## src/rtl/load_store_unit_pkg.sv

```systemverilog
// Shared definitions for the load/store unit: access-size encodings,
// controller state enumeration and the default attached-memory depth.
package load_store_unit_pkg;

  // Encoding of req_size
  typedef enum logic [1:0] {
    SIZE_BYTE    = 2'b00,
    SIZE_HALF    = 2'b01,
    SIZE_WORD    = 2'b10,
    SIZE_ILLEGAL = 2'b11
  } size_e;

  // Controller states
  typedef enum logic [1:0] {
    IDLE,
    READ,
    WRITE,
    RESP
  } state_e;

  // Default word count of the attached memory (64 KiB)
  localparam int unsigned MEM_WORDS_DEFAULT = 16384;

endpackage

```

## src/rtl/load_store_unit_align.sv

```systemverilog
// lsu_align: purely combinational lane handling for the load/store unit.
//   size        access size of the latched request
//   offset      byte offset within the word (addr[1:0])
//   is_unsigned zero-extend loads when 1, sign-extend when 0
//   rdata       word read from memory
//   old_word    previously captured word (read-modify-write base)
//   wdata       right-aligned store data
//   load_data   selected little-endian lane, extended to 32 bits
//   store_word  old_word with the addressed lanes replaced by wdata
module lsu_align
  import load_store_unit_pkg::*;
(
  input  size_e       size,
  input  logic [1:0]  offset,
  input  logic        is_unsigned,
  input  logic [31:0] rdata,
  input  logic [31:0] old_word,
  input  logic [31:0] wdata,
  output logic [31:0] load_data,
  output logic [31:0] store_word
);

  logic [7:0]  sel_byte;
  logic [15:0] sel_half;

  always_comb begin
    sel_byte = rdata[7:0];
    unique case (offset)
      2'd0: sel_byte = rdata[7:0];
      2'd1: sel_byte = rdata[15:8];
      2'd2: sel_byte = rdata[23:16];
      2'd3: sel_byte = rdata[31:24];
    endcase
    sel_half = offset[1] ? rdata[31:16] : rdata[15:0];
  end

  always_comb begin
    load_data = '0;
    unique case (size)
      SIZE_BYTE:    load_data = {{24{~is_unsigned & sel_byte[7]}}, sel_byte};
      SIZE_HALF:    load_data = {{16{~is_unsigned & sel_half[15]}}, sel_half};
      SIZE_WORD:    load_data = rdata;
      SIZE_ILLEGAL: load_data = '0;
    endcase
  end

  always_comb begin
    store_word = old_word;
    unique case (size)
      SIZE_BYTE: begin
        unique case (offset)
          2'd0: store_word[7:0]   = wdata[7:0];
          2'd1: store_word[15:8]  = wdata[7:0];
          2'd2: store_word[23:16] = wdata[7:0];
          2'd3: store_word[31:24] = wdata[7:0];
        endcase
      end
      SIZE_HALF: begin
        if (offset[1]) store_word[31:16] = wdata[15:0];
        else           store_word[15:0]  = wdata[15:0];
      end
      SIZE_WORD:    store_word = wdata;
      SIZE_ILLEGAL: store_word = old_word;
    endcase
  end

endmodule

```

## src/rtl/load_store_unit.sv

```systemverilog
// load_store_unit: single-request load/store controller in front of a
// word-wide memory with combinational read data.
//   clock, reset         rising-edge clock, synchronous active-high reset
//   req_*                request handshake and fields (latched on accept)
//   resp_valid/rdata/error  one-cycle registered completion
//   mem_address/write_data/writeEn/read_data  word memory port
// Loads: IDLE->READ->RESP. Word stores: IDLE->WRITE->RESP.
// Sub-word stores: IDLE->READ->WRITE->RESP (read-modify-write).
// Rejected requests: IDLE->RESP with resp_error, no memory access.
module load_store_unit
  import load_store_unit_pkg::*;
#(
  parameter int unsigned MEM_WORDS = MEM_WORDS_DEFAULT
) (
  input  logic        clock,
  input  logic        reset,
  input  logic        req_valid,
  output logic        req_ready,
  input  logic        req_write,
  input  logic [1:0]  req_size,
  input  logic        req_unsigned,
  input  logic [31:0] req_addr,
  input  logic [31:0] req_wdata,
  output logic        resp_valid,
  output logic [31:0] resp_rdata,
  output logic        resp_error,
  output logic [31:0] mem_address,
  output logic [31:0] mem_write_data,
  output logic        mem_writeEn,
  input  logic [31:0] mem_read_data
);

  // One past the last legal byte address, widened so it cannot wrap.
  localparam logic [32:0] ADDR_LIMIT = 33'(MEM_WORDS) << 2;

  state_e      state, next_state;
  logic        lat_write, lat_unsigned;
  size_e       lat_size;
  logic [31:0] lat_addr, lat_wdata, old_word;
  logic [31:0] rdata_q, rdata_d;
  logic        error_q, error_d;
  logic        accept, req_error;
  logic [31:0] load_data, store_word;

  assign accept = req_valid && (state == IDLE);

  // Request legality, evaluated on the live request fields at acceptance.
  always_comb begin
    req_error = 1'b0;
    unique case (size_e'(req_size))
      SIZE_BYTE:    req_error = 1'b0;
      SIZE_HALF:    req_error = req_addr[0];
      SIZE_WORD:    req_error = |req_addr[1:0];
      SIZE_ILLEGAL: req_error = 1'b1;
    endcase
    if ({1'b0, req_addr} >= ADDR_LIMIT) req_error = 1'b1;
  end

  // Next state plus the values the response registers take on entering RESP;
  // they default to zero so the registered outputs are clear outside RESP.
  always_comb begin
    next_state = state;
    rdata_d    = '0;
    error_d    = 1'b0;
    unique case (state)
      IDLE: begin
        if (req_valid) begin
          if (req_error) begin
            next_state = RESP;
            error_d    = 1'b1;
          end else if (!req_write) begin
            next_state = READ;
          end else if (size_e'(req_size) == SIZE_WORD) begin
            next_state = WRITE;
          end else begin
            next_state = READ;
          end
        end
      end
      READ: begin
        if (lat_write) begin
          next_state = WRITE;
        end else begin
          next_state = RESP;
          rdata_d    = load_data;
        end
      end
      WRITE: next_state = RESP;
      RESP:  next_state = IDLE;
    endcase
  end

  always_ff @(posedge clock) begin
    if (reset) begin
      state   <= IDLE;
      rdata_q <= '0;
      error_q <= 1'b0;
    end else begin
      state   <= next_state;
      rdata_q <= rdata_d;
      error_q <= error_d;
    end
  end

  // Request fields and the read-modify-write base need no reset: they are
  // only consumed after an acceptance or a READ cycle has loaded them.
  always_ff @(posedge clock) begin
    if (accept) begin
      lat_write    <= req_write;
      lat_size     <= size_e'(req_size);
      lat_unsigned <= req_unsigned;
      lat_addr     <= req_addr;
      lat_wdata    <= req_wdata;
    end
    if (state == READ) old_word <= mem_read_data;
  end

  lsu_align u_align (
    .size        (lat_size),
    .offset      (lat_addr[1:0]),
    .is_unsigned (lat_unsigned),
    .rdata       (mem_read_data),
    .old_word    (old_word),
    .wdata       (lat_wdata),
    .load_data   (load_data),
    .store_word  (store_word)
  );

  assign req_ready      = (state == IDLE);
  assign resp_valid     = (state == RESP);
  assign resp_rdata     = rdata_q;
  assign resp_error     = error_q;
  assign mem_address    = (state == READ || state == WRITE) ? {lat_addr[31:2], 2'b00} : '0;
  // Gating with reset kills an in-flight store in the same cycle reset rises.
  assign mem_writeEn    = (state == WRITE) && !reset;
  assign mem_write_data = (state == WRITE) ? store_word : '0;

endmodule

```

## config.mk

```make
export PLATFORM = sky130hd
export DESIGN_NAME = load_store_unit
export DESIGN_NICKNAME = d
export VERILOG_FILES = /design/src/rtl/load_store_unit_pkg.sv /design/src/rtl/load_store_unit_align.sv /design/src/rtl/load_store_unit.sv
export SDC_FILE = /design/constraint.sdc
export NUM_CORES = 1
export LEC_CHECK = 0
export ABC_AREA = 0
export CAP_MARGIN = 0
export CORE_ASPECT_RATIO = 1.4
export CORE_MARGIN = 3
export CORE_UTILIZATION = 43
export CTS_CLUSTER_DIAMETER = 120
export DETAILED_ROUTE_END_ITERATION = 16
export PLACE_DENSITY = 0.78
export SLEW_MARGIN = 30
export SYNTH_ARGS = -nofsm -noshare
export SYNTH_HDL_FRONTEND = slang
export SYNTH_HIERARCHICAL = 1
export SYNTH_SLANG_ARGS = --single-unit
```

## constraint.sdc

```tcl
create_clock -name clock -period 3.3 [get_ports clock]
set_input_delay 0.99 -clock clock [delete_from_list [all_inputs] [get_ports clock]]
set_output_delay 0.99 -clock clock [all_outputs]
set_load 0.1 [all_outputs]
```

==> key figures, run 1 <==
STA
  • Final Setup Violations: 0
  • Final Max Tran Viols: 0
  • RSZ-0062 raised after global routing: true
  • Setup TNS Final: 0 ns
  • Slew @ Worst Pin: 0.678 ns
  • Fin. Hold Viols: 0
  • Final worst path period share: 98.5%
  • Fmax: 308 MHz
  • Final clock skew: 0.00770 ns
  • Period minus WS final: 3.25 ns
  • Slew Limit Headroom: a little over half

Setup path
  • R2R Setup Slk: between 0.9 and 1 ns
  • Crit path max fanout: 6
  • Arrival time worst endpoint: 2.26 ns
  • Req. time, crit path: around 2.3 ns
  • Setup CP Type: reg -> out
  • CP Capture Type: output pin
  • FF-to-FF End: resp_rdata[10]$_SDFF_PP0_
  • Crit path launch type: flip-flop
  • RR Startpoint: lat_addr[1]$_DFFE_PP_
  • Worst reg-to-reg path cell count: 7

Power
  • VDD IR max: between 0.9 and 1 mV
  • Pwr Density: 1060 mW/mm2
  • Tot Pwr: 10,600 uW
  • Leak: just under 0.004 uW

Placement
  • # port buffers: 200
  • RePlAce Congestion: 0.845
  • Dpl hpwl: 14.6 mm

CTS
  • Clock Pin Slew Worst Setup and Hold Paths: 0.06 ns
  • Root buffer cell: clkbuf_16
  • CTS tree: yes
  • Clock Sinks: 135
  • Total CTS buffers: 17
  • Max Buffers Root-to-Sink: 2
  • Worst skew pair latency: 0.42 ns
  • Number of H-tree levels: 4

Logic synthesis
  • Gate Count Post-Synth: about 530
  • Synth Flop Type: edfxtp_1
  • Yosys top cell by area: edfxtp_1
  • Top cell type's share of synthesized area: a little under half
  • Sequential fraction of the synthesis area: 56.4%
  • Syn Area/Cell: 12.4 um2
  • Synth cell types: 49
  • Yosys warning total: 6
  • Mapped cell area: 0.00657 mm2
  • Number of flops mapped to enable cells by yosys: 100
  • Number of synthesized register bits: between 100 and 150
  • Area contributors post-synth: edfxtp_1, dfxtp_1, and2_1
  • Async SR Flop Fraction: 0%

Die
  • Rows: 52
  • Die area: ~0.017 mm2
  • Core box area: about 0.015 mm2
  • Initial Utilization: 44.7%
  • Horiz. Die Dim: about 110 um
  • I/O pins: a little over 200
  • Height of the die: 152 um

GRT
  • Met2 GRT Util: 41.1%
  • Initial antenna violation count: 0
  • Largest net degree at the start of global routing: 40
  • Total gr overflow: 0
  • Met1 Usage GRT: 25.2%
  • Number of global-route vias before repair: 5,598
  • GRT Total Usage: 23.5%
  • First-pass GRT wire length: roughly 31 mm
  • M3 GR Usage: 8.70%
  • GR peak layer: met2

Hold path
  • Hold endpoint: state[1]$_SDFFE_PP0P_
  • Hold Path Class: reg -> reg
  • HP Start: state[1]$_SDFFE_PP0P_
  • Hold path depth: 2

Routing
  • Total routed wirelength: 20.1 mm
  • Antenna viol nets, final: 0
  • Drt first-iter violations: 377
  • DR pass1 iterations: 5
  • Residual DRC: 0
  • WL/cell: 21.5 um
  • Total number of vias: 5,293
  • Vias/cell: ~5.7

Final layout
  • Fin util: 68.0%
  • Layout cells sized above 1: ~28%
  • Antenna fix cells: 0
  • Nets: 840
  • Commonest non-fill, non-tap cell in the layout: clkdlybuf4s50_1
  • Filler cells: approximately 1,100
  • P&R area growth vs syn: 52.2%
  • Most frequent cells in the layout: clkdlybuf4s50_1, edfxtp_1, and2_1, buf_12, buf_4

Status
  • Status: finished, final reports clean

Job
  • Max capacitance violation total: 0
[worst max-delay path by stage]
stage / startpoint / end / slack (ns)
CTS: lat_addr[0]$_DFFE_PP_ / mem_write_data[6] / 0.01
global route: lat_addr[1]$_DFFE_PP_ / mem_write_data[6] / -0.04
finish: lat_addr[1]$_DFFE_PP_ / mem_write_data[6] / 0.05
detailed placement: lat_addr[1]$_DFFE_PP_ / mem_write_data[10] / 0.32
global placement: mem_read_data[31] / resp_rdata[10]$_SDFF_PP0_ / 0.31
floorplan: lat_addr[1]$_DFFE_PP_ / mem_write_data[10] / 0.21
[stage by stage]
| stage | instance area (um2) | worst slack, ns | hold WS [ns] | std cells |
|---|---|---|---|---|
| CTS | 9920 | 0.0116 | 0.640 | 929 |
| detailed placement | 9290 | 0.318 | 0.624 | 896 |
| global placement | 9290 | 0.315 | 0.624 | 896 |
| global route | 10000 | -0.0360 | 0.683 | 935 |
| finish | 10000 | 0.0498 | 0.636 | 935 |
| floorplan | 6580 | 0.213 | 0.592 | 530 |
[routing by layer]
layer	share of wire (%)	vias to the layer above
li1	-	2385
met5	0	-
met4	3.1	0
met2	53	301
met1	34	2562
met3	9.9	45
[power by group]
group,switching [uW],total [uW],internal [uW]
clock network,732,1940,1210
registers,179,2440,2260
logic,4050,6180,2130
total,4970,10600,5600
[flip-flops by register name, summed over array words and instances (netlist names)]
register / cells
resp_rdata: 32
lat_unsigned: 1
lat_addr: 32
lat_size: 2
lat_write: 1
state: 2
lat_wdata: 32
resp_error: 1
old_word: 32
[cells in the mapped netlist (11+ instances only)]
cell / instances
dfxtp_1: 35
mux2i_1: 37
or3_1: 12
and2_1: 96
nand2_1: 29
a21oi_1: 11
mux2_2: 37
o21ai_0: 16
clkbuf_1: 17
buf_2: 15
a211o_1: 14
edfxtp_1: 100
o22ai_1: 15
a221o_1: 12
[cell families (layout without fill, tap and decap cells)]
group / after synthesis / count (layout) / synth area share (%)
AO/OA/AOI/OAI: 103 / 103 / 11.8
adder cells (fa/ha/maj): 4 / 4 / 0.762
buffers and inverters: 43 / 259 / 3.48
flip-flops: 135 / 135 / 56.4
multiplexers: 76 / 76 / 12.5
other: 1 / 2 / 0.0571
AND/OR/NAND/NOR: 167 / 167 / 15.0
[worst max-delay path: stages (launching register included)]
cell and delay, ns:
edfxtp_1 0.49, dlymetal6s2s_1 0.23, nor2_1 0.22, o21ai_4 0.09, buf_4 0.16, mux2_2 0.27, and2_1 0.19, buf_12 0.17
[layout make-up]
cell class / count / area [um2] / area share, %
flip-flops and latches: 135 / 3700 / 37.0
well taps: 189 / 236 / 2.36
clock inverters: 14 / 170 / 1.70
clock buffers: 18 / 439 / 4.39
repair buffers: 225 / 2760 / 27.6
multi-input cells: 352 / 2690 / 26.9
inverters: 2 / 7.51 / 0.0750
[what timing repair did]
item / in CTS / in global routing
buffers inserted: 1 / 6
gates resized for setup: 4 / 10
pin swaps: 0 / 1
gates cloned: 0 / 0
setup endpoints to repair: 24 / 32
hold buffers: 0 / 0
Power figures use the tool's default switching activity.
==> inputs of run 2 (changes only) <==
--- a/config.mk
+++ b/config.mk
@@ -7,12 +7,13 @@
 export LEC_CHECK = 0
 export ABC_AREA = 0
 export CAP_MARGIN = 0
-export CORE_ASPECT_RATIO = 1.4
+export CORE_ASPECT_RATIO = 0.9
 export CORE_MARGIN = 3
 export CORE_UTILIZATION = 43
 export CTS_CLUSTER_DIAMETER = 120
 export DETAILED_ROUTE_END_ITERATION = 16
 export PLACE_DENSITY = 0.78
+export SETUP_SLACK_MARGIN = 0.15
 export SLEW_MARGIN = 30
 export SYNTH_ARGS = -nofsm -noshare
 export SYNTH_HDL_FRONTEND = slang
==> run 2 against run 1 <==
  * Core utilization grew 1.5 points
  * Power grew 2.4%
  * Fmax grew 1.1%
  * Setup slack gained 0.036 ns
  * Die area shrank 0.12%
  * Combinational power grew 4.9%
  * Wire length grew 2.9%
  * Global-route usage shrank 0.12 points
  * Critical endpoint is now mem_write_data[16]
==> key figures, run 2 (synthesized netlist as in run 1, its figures left out) <==
CTS
  • Max Buffers Root-to-Sink: 2
  • Total CTS buffers: 17
  • CTS tree: yes
  • Clock Sinks: around 140
  • Hold_buf cts: 0
  • Number of H-tree levels: 4
  • Root buffer cell: clkbuf_16
  • Clock Pin Slew Worst Setup and Hold Paths: about 0.060 ns
  • Worst skew pair latency: 0.42 ns

Setup path
  • Worst Setup SP: lat_addr[1]$_DFFE_PP_
  • CP Capture Type: output pin
  • Setup CP Type: reg -> out
  • Worst reg-to-reg path cell count: 7
  • Crit path launch type: flip-flop
  • FF-to-FF End: resp_rdata[8]$_SDFF_PP0_
  • R2R Setup Slk: 1.00 ns
  • Req. time, crit path: 2.31 ns
  • RR Startpoint: lat_addr[0]$_DFFE_PP_
  • Arrival time worst endpoint: ~2.2 ns
  • Crit path max fanout: 7

Power
  • Sequential share of power: 22.8%
  • Switch share: 47.0%
  • Leak: 0.00411 uW
  • Switching power: around 5100 uW
  • Combinational Power Share: 59.9%
  • VDD IR max: around 0.82 mV
  • Pwr Density: around 1000 mW/mm2
  • Internal: 5740 uW
  • Clock network fraction of design power: between 10% and 20%

GRT
  • Total gr overflow: 0
  • Largest net degree at the start of global routing: 71
  • Initial antenna violation count: 0
  • First-pass GRT wire length: around 30 mm
  • GRT Total Usage: 23.4%
  • Number of global-route vias before repair: about 5,200

Final layout
  • Finished Layout Cells: 954
  • Layout cells sized above 1: 33.5%
  • P&R area growth vs syn: 56.9%
  • Nets: 850
  • Fin util: 69.6%
  • Most frequent cells in the layout: clkdlybuf4s50_1, edfxtp_1, and2_1, buf_12, buf_4
  • Filler cells: 975
  • Commonest non-fill, non-tap cell in the layout: clkdlybuf4s50_1
  • Antenna fix cells: 0
  • Register area: between 0.003 and 0.004 mm2
  • Multi-input logic area: ~0.0028 mm2

Routing
  • Drt first-iter violations: 680
  • Total routed wirelength: 20.7 mm
  • Antenna viol nets, final: 0
  • Total number of vias: between 5,000 and 6,000
  • Residual DRC: 0
  • WL/cell: ~22 um
  • DR pass1 iterations: 6
  • Vias/cell: 5.66

STA
  • Fmax: 311 MHz
  • RSZ-0062 raised after global routing: true
  • Final clock skew: 0.00583 ns
  • Slew @ Worst Pin: between 0.6 and 0.7 ns
  • Period minus WS final: 3.21 ns
  • Fin. Hold Viols: 0
  • Final worst path period share: 97.4%
  • Final Max Tran Viols: 0
  • Slew Limit Headroom: between 50% and 60%
  • Setup TNS Final: 0 ns
  • Final Setup Violations: 0

Placement
  • RePlAce Congestion: 0.899
  • DP Cell Count: roughly 900
  • Dpl hpwl: 14.1 mm
  • # port buffers: 200

Hold path
  • Hold path depth: 2
  • Hold Path Class: reg -> reg
  • Hold endpoint: state[1]$_SDFFE_PP0P_
  • HP Start: state[1]$_SDFFE_PP0P_

Status
  • Status: finished, final reports clean

Die
  • Horiz. Die Dim: 136 um
  • Core box area: around 0.015 mm2
  • Initial Utilization: 44.3%
  • I/O pins: 203
  • Rows: 42
  • Die area: 0.0168 mm2
  • Height of the die: 123 um

Job
  • Max capacitance violation total: 0
-- run 2: changes by cell type in the layout (fill, tap and decap cells not counted), sizes merged --
cell | previous run | this run
clkbuf | 18 | 23
buf | 122 | 130
clkinv | 6 | 5
inv | 6 | 7
bufinv | 3 | 1
dlymetal6s2s | 1 | 0
-- run 2: what timing repair did --
item	CTS	global route
resized for setup	30	46
buffers inserted	9	7
pin swaps	1	1
endpoints found under the setup margin	29	62
gates cloned	0	4
-- run 2: area by class of cell --
| type | instances | area share, % |
|---|---|---|
| clock buffer | 20 | 4.65 |
| sequential | 135 | 35.9 |
| multi-input combinational | 352 | 27.3 |
| inverter | 2 | 0.0728 |
| clock inverter | 12 | 1.08 |
| tap | 198 | 2.40 |
| timing repair buffer | 235 | 28.6 |
-- run 2: metrics by stage --
stage               hold slack, ns  area, um2  power (uW)  setup WS, ns
global route                 0.686      10300       11200        0.0108
CTS                          0.644      10100       10600        0.0975
floorplan                    0.592       6580        6420         0.213
global placement             0.620       9290        8520         0.415
detailed placement           0.636       9290        8580         0.392
finish                       0.646      10300       10800        0.0854
-- run 2: power groups by stage --
stage               logic (uW)  clock network (uW)  registers (uW)
floorplan                 3860                   0            2560
global placement          6050                   0            2460
detailed placement        6110                   0            2470
CTS                       6250                1890            2450
global route              6680                1980            2490
finish                    6480                1870            2470
-- run 2: worst max path at each step --
stage / to / depth (start not counted) / slack [ns]
2_1_floorplan: mem_write_data[10] / 7 / 0.21
3_3_place_gp: mem_writeEn / 3 / 0.41
3_5_place_dp: mem_write_data[15] / 7 / 0.39
4_1_cts: mem_write_data[0] / 7 / 0.1
5_1_grt: mem_write_data[16] / 8 / 0.01
6_report: mem_write_data[16] / 8 / 0.09
-- run 2: layer usage --
| layer | vias up | part of all wire, % | global-route usage, % |
|---|---|---|---|
| met3 | 37 | 9.5 | 5.78 |
| met4 | 0 | 1.7 | 7.18 |
| met5 | - | 0 | 0 |
| li1 | 2409 | - | - |
| met1 | 2609 | 41 | 32.5 |
| met2 | 345 | 47 | 36.6 |
-- run 2: worst max-delay path, cell delays in order, from the launching register on --
cell and delay [ns]:
edfxtp_1 0.50, buf_6 0.17, nand2b_4 0.13, buf_8 0.15, mux2_2 0.34, nand2_1 0.07, o21ai_1 0.09, and2_4 0.19
buf_12 0.16
==> inputs of run 3 (changes only) <==
--- a/config.mk
+++ b/config.mk
@@ -9,10 +9,10 @@
 export CAP_MARGIN = 0
 export CORE_ASPECT_RATIO = 0.9
 export CORE_MARGIN = 3
-export CORE_UTILIZATION = 43
-export CTS_CLUSTER_DIAMETER = 120
+export CORE_UTILIZATION = 45
+export CTS_CLUSTER_DIAMETER = 40
 export DETAILED_ROUTE_END_ITERATION = 16
-export PLACE_DENSITY = 0.78
+export PLACE_DENSITY = 0.77
 export SETUP_SLACK_MARGIN = 0.15
 export SLEW_MARGIN = 30
 export SYNTH_ARGS = -nofsm -noshare
==> constraint.sdc (replaced) <==
create_clock -name clock -period 3.65 [get_ports clock]
set_input_delay 1.095 -clock clock [delete_from_list [all_inputs] [get_ports clock]]
set_output_delay 1.095 -clock clock [all_outputs]
set_load 0.1 [all_outputs]
==> run 3 against run 2 <==
  * Register-to-register slack better by 0.45 ns
  * First-iteration DRC count is 12% lower
  * Sequential share of layout area is 2.8 points higher
  * Power is 17% lower
  * Critical path type unchanged
  * Non-clock buffer count is 14 lower
  * Hold slack better by 0.0039 ns
  * Clock skew is 0.00081 ns higher
  * Combinational power is 23% lower
  * Setup slack better by 0.15 ns
==> key figures, run 3 (synthesized netlist as in run 1, its figures left out) <==
CTS
  • Total CTS buffers: 17
  • CTS tree: yes
  • Root buffer cell: clkbuf_16
  • Max Buffers Root-to-Sink: 2
  • Clock Sinks: roughly 140
  • Clock Pin Slew Worst Setup and Hold Paths: 0.06 ns
  • Number of H-tree levels: 4
  • Worst skew pair latency: around 0.42 ns

STA
  • Setup TNS Final: 0 ns
  • Final clock skew: around 0.0066 ns
  • Slew @ Worst Pin: 0.678 ns
  • Period minus WS final: 3.41 ns
  • Final Max Tran Viols: 0
  • RSZ-0062 raised after global routing: false
  • Fmax: 293 MHz
  • Fin. Hold Viols: 0
  • Final Setup Violations: 0
  • Final worst path period share: between 90% and 100%
  • Slew Limit Headroom: ~55%

Final layout
  • P&R area growth vs syn: 45.8%
  • Commonest non-fill, non-tap cell in the layout: clkdlybuf4s50_1
  • Fin util: around two thirds
  • Filler cells: 1,035
  • Layout cells sized above 1: ~28%
  • Most frequent cells in the layout: clkdlybuf4s50_1, edfxtp_1, and2_1, buf_4
  • Antenna fix cells: 0
  • Nets: 836

Power
  • Combinational Power Share: 56.0%
  • Tot Pwr: ~9000 uW
  • VDD IR max: approximately 0.95 mV
  • Pwr Density: 934 mW/mm2
  • Internal: 4590 uW
  • Switch share: 48.7%
  • Switching power: 4360 uW
  • Leak: 0.00380 uW
  • Clock network fraction of design power: 19.4%
  • Sequential share of power: 24.7%

Routing
  • Total routed wirelength: 19.2 mm
  • Vias/cell: 5.64
  • WL/cell: 20.6 um
  • Residual DRC: 0
  • Drt first-iter violations: 598
  • Total number of vias: 5,275
  • DR pass1 iterations: 9
  • Antenna viol nets, final: 0

GRT
  • GRT Total Usage: approximately a quarter
  • Largest net degree at the start of global routing: 57
  • Initial antenna violation count: 0
  • First-pass GRT wire length: 29.2 mm
  • Total gr overflow: 0
  • Number of global-route vias before repair: 5,315

Die
  • Horiz. Die Dim: ~130 um
  • Rows: 41
  • Height of the die: between 100 and 150 um
  • I/O pins: 203
  • Core box area: 0.0142 mm2
  • Die area: 0.0161 mm2
  • Initial Utilization: a little under half

Setup path
  • Arrival time worst endpoint: 2.32 ns
  • Worst reg-to-reg path cell count: 7
  • Crit path launch type: flip-flop
  • FF-to-FF End: resp_rdata[29]$_SDFF_PP0_
  • RR Startpoint: lat_addr[0]$_DFFE_PP_
  • R2R Setup Slk: 1.45 ns
  • Setup CP Type: reg -> out
  • Crit path max fanout: 15
  • CP Capture Type: output pin
  • Req. time, crit path: roughly 2.6 ns

Placement
  • RePlAce Congestion: 0.904
  • Dpl hpwl: around 14 mm
  • # port buffers: 200

Hold path
  • Hold path depth: 2
  • Hold endpoint: state[1]$_SDFFE_PP0P_
  • HP Start: state[1]$_SDFFE_PP0P_
  • Hold Path Class: reg -> reg

Job
  • Max capacitance violation total: 0

Status
  • Status: finished, final reports clean
[run 3: area by class of cell]
| class | count | area, um2 | share of cell area [%] |
|---|---|---|---|
| Tap cell | 193 | 241 | 2.52 |
| Timing Repair Buffer | 221 | 2350 | 24.5 |
| Multi-Input combinational cell | 352 | 2680 | 28.0 |
| Inverter | 2 | 7.51 | 0.0784 |
| Clock inverter | 12 | 150 | 1.57 |
| Clock buffer | 20 | 447 | 4.66 |
| Sequential cell | 135 | 3700 | 38.7 |
[run 3: critical path, cell delays in order, from the launching register on]
cell and delay, ns:
edfxtp_1 0.53, nand2b_1 0.20, buf_4 0.21, nor2_2 0.27, a22o_1 0.18, a21o_1 0.10, and2_1 0.21, buf_12 0.20
[run 3: repair_timing]
item	CTS	global route
hold endpoints to repair	0	0
setup endpoints to repair	26	32
hold buffers	0	0
setup buffers	0	6
resized for setup	7	6
[run 3: routing by layer]
metal / global-route usage [%] / vias up / wire, um
li1: - / 2379 / -
met1: 29.9 / 2534 / 7710
met2: 38.1 / 329 / 9170
met3: 9.03 / 33 / 1990
met4: 7.46 / 0 / 341
met5: 0 / - / 0
[run 3: power by group through the flow]
stage | clock network, uW | registers [uW] | logic [uW]
4_1_cts | 1770 | 2210 | 4970
3_3_place_gp | 0 | 2230 | 4900
3_5_place_dp | 0 | 2230 | 4950
5_1_grt | 1860 | 2230 | 5190
2_1_floorplan | 0 | 2310 | 3490
6_report | 1730 | 2210 | 5010
[run 3: how the worst max path moves through the flow]
stage	end	start	slack (ns)	cells after the start
after floorplan	mem_write_data[10]	lat_addr[1]$_DFFE_PP_	0.46	7
after global routing	mem_write_data[11]	lat_addr[0]$_DFFE_PP_	0.14	7
after global placement	mem_write_data[10]	lat_size[1]$_DFFE_PP_	0.54	6
after detailed placement	mem_write_data[10]	lat_size[1]$_DFFE_PP_	0.50	6
final	mem_write_data[22]	lat_size[1]$_DFFE_PP_	0.24	7
after CTS	mem_write_data[7]	lat_addr[0]$_DFFE_PP_	0.10	6
[run 3: stage by stage]
stage	cells	hold WS (ns)	area, um2	worst slack [ns]
2_1_floorplan	530	0.592	6580	0.458
3_3_place_gp	897	0.622	8900	0.538
3_5_place_dp	897	0.640	8900	0.496
4_1_cts	929	0.653	9510	0.103
5_1_grt	935	0.697	9580	0.142
6_report	935	0.650	9580	0.239
